$ cat src/rtl/loop_nest_sequencer.sv
// Two-level loop sequencer: emits one valid/ready beat per (i,j) with per-outer and run-persistent counters.
// Latency: first beat one cycle after start is accepted; one beat per cycle at full ready; fields held while stalled.
module loop_nest_sequencer #(
  parameter int OUTER_W = 8,
  parameter int INNER_W = 8,
  parameter int CNT_W   = 16
) (
  input  logic               clk,
  input  logic               rst_n,
  input  logic               start,
  input  logic [OUTER_W-1:0] outer_cfg,
  input  logic [INNER_W-1:0] inner_cfg,
  input  logic               clr_static,
  output logic               out_valid,
  input  logic               out_ready,
  output logic [OUTER_W-1:0] out_i,
  output logic [INNER_W-1:0] out_j,
  output logic [INNER_W-1:0] auto_cnt,
  output logic [CNT_W-1:0]   static_cnt,
  output logic               last,
  output logic               busy,
  output logic               done
);

  typedef enum logic [1:0] {IDLE, RUN, DONE} state_t;

  state_t             state, state_next;
  logic [OUTER_W-1:0] outer_lat;
  logic [INNER_W-1:0] inner_lat;
  logic               xfer;
  logic               cfg_ok;
  logic               j_end;
  logic [OUTER_W-1:0] i_next;
  logic [INNER_W-1:0] j_next;
  logic               last_next;

  assign xfer   = (state == RUN) && out_ready;
  assign cfg_ok = (outer_cfg != '0) && (inner_cfg != '0);

  always_ff @(posedge clk) begin
    if (!rst_n) state <= IDLE;
    else        state <= state_next;
  end

  always_comb begin
    state_next = state;
    case (state)
      IDLE:    if (start) state_next = cfg_ok ? RUN : DONE;
      RUN:     if (xfer && last) state_next = DONE;
      DONE:    state_next = IDLE;
      default: state_next = IDLE;
    endcase
  end

  always_comb begin
    out_valid = (state == RUN);
    busy      = (state != IDLE);
    done      = (state == DONE);
  end

  // Next loop position; only consumed on a non-last transfer.
  always_comb begin
    j_end     = (out_j == inner_lat - INNER_W'(1));
    i_next    = j_end ? out_i + OUTER_W'(1) : out_i;
    j_next    = j_end ? '0 : out_j + INNER_W'(1);
    last_next = (i_next == outer_lat - OUTER_W'(1)) && (j_next == inner_lat - INNER_W'(1));
  end

  always_ff @(posedge clk) begin
    if (!rst_n) begin
      outer_lat  <= '0;
      inner_lat  <= '0;
      out_i      <= '0;
      out_j      <= '0;
      auto_cnt   <= '0;
      static_cnt <= '0;
      last       <= 1'b0;
    end else begin
      case (state)
        IDLE: begin
          if (start) begin
            outer_lat <= outer_cfg;
            inner_lat <= inner_cfg;
            if (cfg_ok) begin
              out_i      <= '0;
              out_j      <= '0;
              auto_cnt   <= INNER_W'(1);
              // Clear takes effect before the first beat's increment.
              static_cnt <= (clr_static ? '0 : static_cnt) + CNT_W'(1);
              last       <= (outer_cfg == OUTER_W'(1)) && (inner_cfg == INNER_W'(1));
            end else if (clr_static) begin
              static_cnt <= '0;
            end
          end else if (clr_static) begin
            static_cnt <= '0;
          end
        end
        RUN: begin
          if (xfer) begin
            if (last) begin
              last <= 1'b0;
            end else begin
              out_i      <= i_next;
              out_j      <= j_next;
              auto_cnt   <= j_next + INNER_W'(1);
              static_cnt <= static_cnt + CNT_W'(1);
              last       <= last_next;
            end
          end
        end
        default: ;
      endcase
    end
  end

endmodule

$ cat config.mk
export PLATFORM = sky130hd
export DESIGN_NAME = loop_nest_sequencer
export DESIGN_NICKNAME = d
export VERILOG_FILES = /design/src/rtl/loop_nest_sequencer.sv
export SDC_FILE = /design/constraint.sdc
export NUM_CORES = 1
export LEC_CHECK = 0
export ABC_CLOCK_PERIOD_IN_PS = 4600
export BUFFER_PORTS_ARGS = -buffer_cell sky130_fd_sc_hd__buf_4
export CAP_MARGIN = 25
export CORE_UTILIZATION = 57
export DETAILED_ROUTE_END_ITERATION = 12
export PLACE_DENSITY = 0.81
export SLEW_MARGIN = 20
export SYNTH_ARGS = -nofsm -noshare
export SYNTH_HDL_FRONTEND = slang
export SYNTH_SLANG_ARGS = --single-unit
$ cat constraint.sdc
create_clock -name clk -period 4.6 [get_ports clk]
set_clock_uncertainty 0.15 [all_clocks]
set_input_delay 0.46 -clock clk [delete_from_list [all_inputs] [get_ports clk]]
set_output_delay 0.46 -clock clk [all_outputs]
set_load 0.01 [all_outputs]
# Yosys cells after proc, flatten, opt, wreduce, memory -nomap -nowiden
# Cells that the tools add are included.
[classes]
addsub = 7
muxes = 30
n_eq_ne = 12
reduce_logical = 15
[op_table]
columns = ["operator", "n"]
rows = [
  ["2-to-1 mux 8 bit", 12],
  ["2-to-1 mux 16 bit", 5],
  ["one-hot mux 8 bit (2 select lines)", 3],
  ["adder 16 x 1 -> 16 bit (second input constant)", 2],
  ["one-hot mux 16 bit (2 select lines)", 1],
  ["adder 8 x 1 -> 8 bit (second input constant)", 3],
  ["equality test 8 bit", 3],
  ["equality test 8 x 1 -> 1 bit (second input constant)", 2],
  ["nonzero test 8 bit", 2],
  ["subtractor 8 x 1 -> 8 bit (second input constant)", 2],
  ["2-to-1 mux 2 bit", 3],
  ["inequality test 2 bit (second input constant)", 3],
  ["logical AND 1 bit", 5],
  ["AND reduction 5 bit", 1],
  ["2-to-1 mux 1 bit", 4],
  ["inequality test 2 x 1 -> 1 bit (second input constant)", 2],
  ["one-hot mux 2 bit (2 select lines)", 1],
  ["AND reduction 2 bit", 2],
  ["AND reduction 4 bit", 1],
  ["nonzero test 2 bit", 2],
  ["AND reduction 3 bit", 1],
  ["equality test 2 x 1 -> 1 bit (second input constant)", 1],
  ["equality test 2 bit (second input constant)", 1],
  ["logical NOT 2 bit", 1],
  ["one-hot mux 1 bit (2 select lines)", 1],
]
[word_totals]
out_inout_bits = 44
ff_bits = 59
elab_cells = 72
inputBits = 21

# Logic depth before layout (Yosys ltp)
[depth]
word_depth = 8
depth_mapped = 15
ltp_nobuf = 13

# Least setup slack after synthesis
# No wires, ideal clock.
[synth_timing]
kind = "reg2reg"
startpoint = "register inner_lat[4]"
endpoint = "register auto_cnt[6]"
stages_incl_launch_ff = 15
setup_time_ns = 0.128
path_buffers = 3
t_arrival_ns = 2.890
path_slack_ns = 1.432
required_time_ns = 4.322
period_less_slack_ns = 3.168
cell_sequence = "dfxtp_1 -> buf_6 -> or4_1 -> or3_4 -> a211oi_4 -> and3_1 -> buf_6 -> buf_2 -> nor2b_1 -> ha_1 -> nand3b_1 -> nor3_1 -> xor2_1 -> a22oi_1 -> nor2_1"
[synth_via]
elab_chain_len = 7
[synth_lines]
columns = ["item", "line_no", "text"]
rows = [
  ["start: declaration", "29", "logic [INNER_W-1:0] inner_lat;"],
  ["start signal: assignment", "83", "inner_lat <= inner_cfg;"],
  ["subtractor 8 x 1 -> 8 bit", "63", "j_end = (out_j == inner_lat - INNER_W'(1));"],
  ["equality test 8 bit", "63", ""],
  ["2-to-1 mux 8 bit", "65", "j_next = j_end ? '0 : out_j + INNER_W'(1);"],
  ["adder 8 x 1 -> 8 bit", "105", "auto_cnt <= j_next + INNER_W'(1);"],
  ["2-to-1 mux 8 bit", "100", "if (last) begin"],
  ["2-to-1 mux 8 bit", "99", "if (xfer) begin"],
  ["one-hot mux 8 bit (2 select lines)", "79", "case (state)"],
  ["end signal: assignment", "105", ""],
  ["end: declaration", "18", "output logic [INNER_W-1:0] auto_cnt,"],
]
# Every way passes these cells. The select of a mux whose other input is x is not followed.
# A chain may end at the register's enable or synchronous reset.

# Final worst setup path
# Same ends and word-level chain as after synthesis.

==> results.sh <==
export IMPL_ys_top_cells_by_area="dfxtp_1, xnor2_1, nand2_1"
export IMPL_synth_top_area_frac=0.305
export IMPL_routed_via_density=6.20
export IMPL_syn_area_um2=3870
export IMPL_seq_area_frac_synth=0.305
export IMPL_syn_to_final_growth_pct=18.0
export IMPL_path_max_fanout=12
export IMPL_ant_nets=0
export IMPL_grt_use_total=0.294
export IMPL_worstHoldPathType="input port to flip-flop"
export IMPL_reg2reg_to="auto_cnt[6]"
export IMPL_syn_nets=522
export IMPL_cts_tree="yes"
export IMPL_synth_cell_type_count=67
export IMPL_antenna_found_initial=0
export IMPL_die_area_um2=7130
export IMPL_grt_ovfl_total=0
export IMPL_final_setup_tns_ns=0
export IMPL_clkTransAtPathRegs_ns=0.07
export IMPL_crit_type="flip-flop to flip-flop"
export IMPL_p_leak_nw=1.80
export IMPL_yosys_warnings=0
export IMPL_p_per_area_nw_per_um2=293
export IMPL_synth_edf_count=0
export IMPL_grt_first_pass_wirelength_mm=16.6
export IMPL_cts_resized=0
export IMPL_hold_buffers=0
export IMPL_row_count=29
export IMPL_outcome="finished with violations"
export IMPL_endpoint="auto_cnt[6]"
export IMPL_clock_latency_ns=0.35
export IMPL_routed_wl_mm=10.6
export IMPL_synth_ff_latch_count=59
export IMPL_reg2reg_from="inner_lat[4]"
export IMPL_grt_pass1_vias=3485
export IMPL_numCtsBuffers=9
export IMPL_end_kind="flip-flop"
export IMPL_synthSimpleGateAreaFrac=0.258
export IMPL_synthCells=494
export IMPL_reg2regPathDepth=11
export IMPL_via_count=3877
export IMPL_die_y_um=84.5
export IMPL_drive_gt1_frac=0.182
export IMPL_synth_compound_area_frac=0.241
export IMPL_setup_viol=0
export IMPL_die_w_um=84.5
export IMPL_first_iter_violations=261
export IMPL_critPathLaunch="inner_lat[4]"
export IMPL_multiInputGateArea_um2=2510
export IMPL_fillers=560
export IMPL_cts_htree_levels=3
export IMPL_synth_xor_area_share=0.114
export IMPL_drc=5
export IMPL_synthMuxAreaShare=0.00807
export IMPL_critical_path_top_delay_family="simple AND/OR/NAND/NOR gates"
export IMPL_maxSlewHeadroom=0.445
export IMPL_io_buffers=64
export IMPL_r2r_slack_ns=1.23
export IMPL_yosysTopAreaCell="dfxtp_1"
export IMPL_violations="design-rule violations"
export IMPL_slowest_stage="or4_1"
export IMPL_register_area_um2=1180
export IMPL_rsz0062_at_grt="false"
export IMPL_crit_required_ns=4.70
export IMPL_synthAdderAreaFrac=0.0255
export IMPL_maxCapViolations=0
export IMPL_vdd_ir_drop_max_mv=0.161
export IMPL_pre_cts_ws_ns=1.26
export IMPL_ys_top_cells_by_count="nand2_1, dfxtp_1, a21oi_1"
export IMPL_post_cts_buffers=0
export IMPL_worstPathArrival_ns=3.47
export IMPL_post_route_period_util=0.733
export IMPL_dp_hpwl_mm=7.66
export IMPL_synth_most_common_cell="nand2_1"
export IMPL_async_flop_share=0
export IMPL_grt_max_degree=39
export IMPL_routabilityCongestion=0.905
export IMPL_worst_slack_ns=1.23
export IMPL_num_antenna_cells=0
export IMPL_worstSetupStartpointType="flip-flop"
export IMPL_core_area_um2=6460
export IMPL_synth_top_family_by_area="simple AND/OR/NAND/NOR gates"
export IMPL_initial_core_util=0.600
export IMPL_avgSynthCellArea_um2=7.84
export IMPL_cts_root_buf="clkbuf_8"
export IMPL_cp_num_buf_inv=0
export IMPL_crit_chain="or4_1 -> or3_4 -> a211oi_4 -> and3_1 -> nor2b_1 -> ha_1 -> nand3b_1 -> nor3_1 -> xor2_1 -> a22oi_1 -> nor2_1"
export IMPL_routedWlPerCell_um=16.9
export IMPL_synth_top_flop_cell="dfxtp_1"
export IMPL_boundaryPins=65
export IMPL_crit_path_max_incr_delay_ns=0.56
export IMPL_clockBufferDepth=2
export IMPL_dr_pass1_iters=9
export IMPL_fin_nets=571
export IMPL_cts_sinks=59
export IMPL_finalHoldViolations=0
export IMPL_max_slew_worst_pin_slew_ns=0.829
export IMPL_min_period_ns=3.37
export IMPL_fmax_mhz=297
export IMPL_cp_depth=11
export IMPL_slew_violations=0
[cells by family after synthesis]
family	Yosys count
xor+xnor	49
compound gates	139
buf+inv	43
mux	3
fa+ha+maj	8
flops	59
simple gates	193
[cell type report]
| type | instances | share of cell area |
|---|---|---|
| flip-flops and latches | 59 | 0.258 |
| clock buffers | 10 | 0.0301 |
| repair buffers | 68 | 0.112 |
| well taps | 77 | 0.0211 |
| clock inverters | 6 | 0.0194 |
| multi-input cells | 392 | 0.549 |
| inverters | 13 | 0.0107 |
[where the power goes]
group          switching [mW]  internal [mW]  leakage (nW)
clock                   0.229          0.320         0.108
combinational           0.144          0.100          1.21
sequential             0.0218          0.525         0.479
[flip-flops by register name, summed over array words and instances, names as in the netlist]
name,cells
inner_lat,8
static_cnt,16
outer_lat,8
out_j,8
out_i,8
last,1
auto_cnt,8
state,2
[metrics by stage]
step | power (mW) | hold slack, ns | util | std cells | instance area, um2
floorplan | 0.730 | 0.298 | - | 494 | 3870
global placement | 0.795 | 0.313 | 0.673 | 609 | 4340
detailed placement | 0.800 | 0.322 | 0.673 | 609 | 4340
CTS | 1.34 | 0.205 | 0.708 | 625 | 4570
global route | 1.39 | 0.219 | 0.708 | 625 | 4570
finish | 1.34 | 0.213 | 0.708 | 625 | 4570
[metal layers]
layer | vias to the layer above | global-route usage | wire [um] | part of all wire
met5 | - | 0 | 0 | 0
met3 | 22 | 0.0334 | 592 | 0.056
met4 | 0 | 0.133 | 222 | 0.021
met1 | 1818 | 0.368 | 4660 | 0.44
li1 | 1897 | - | - | -
met2 | 140 | 0.510 | 5090 | 0.48
[how the worst min path moves through the flow]
stage / from / end / slack [ns] / cells after the start
after global placement: outer_lat[7] / outer_lat[7] / 0.31 / 2
after floorplan: outer_lat[7] / outer_lat[7] / 0.30 / 2
final: outer_cfg[5] / outer_lat[5] / 0.21 / 3
after CTS: outer_cfg[5] / outer_lat[5] / 0.20 / 3
after global routing: inner_cfg[6] / inner_lat[6] / 0.22 / 3
after detailed placement: outer_lat[5] / outer_lat[5] / 0.32 / 2
[placed cells by master (no fill, tap or decap), types with 8 or more instances in the layout]
cell and n:
xnor2_1 29, clkbuf_8 10, xor2_1 19, a31oi_1 8, nand3_1 14, dfxtp_1 59, inv_1 11, a22oi_1 10
nand4_1 8, nand2_1 66, nor3_1 15, o21ai_0 21, buf_4 68, a21oi_1 47, nor2_1 32
[worst min-delay path, cell delays in order]
cell and delay, ns:
buf_4 0.11, nand2_1 0.05, a21oi_1 0.05
Power figures use the tool's default switching activity.
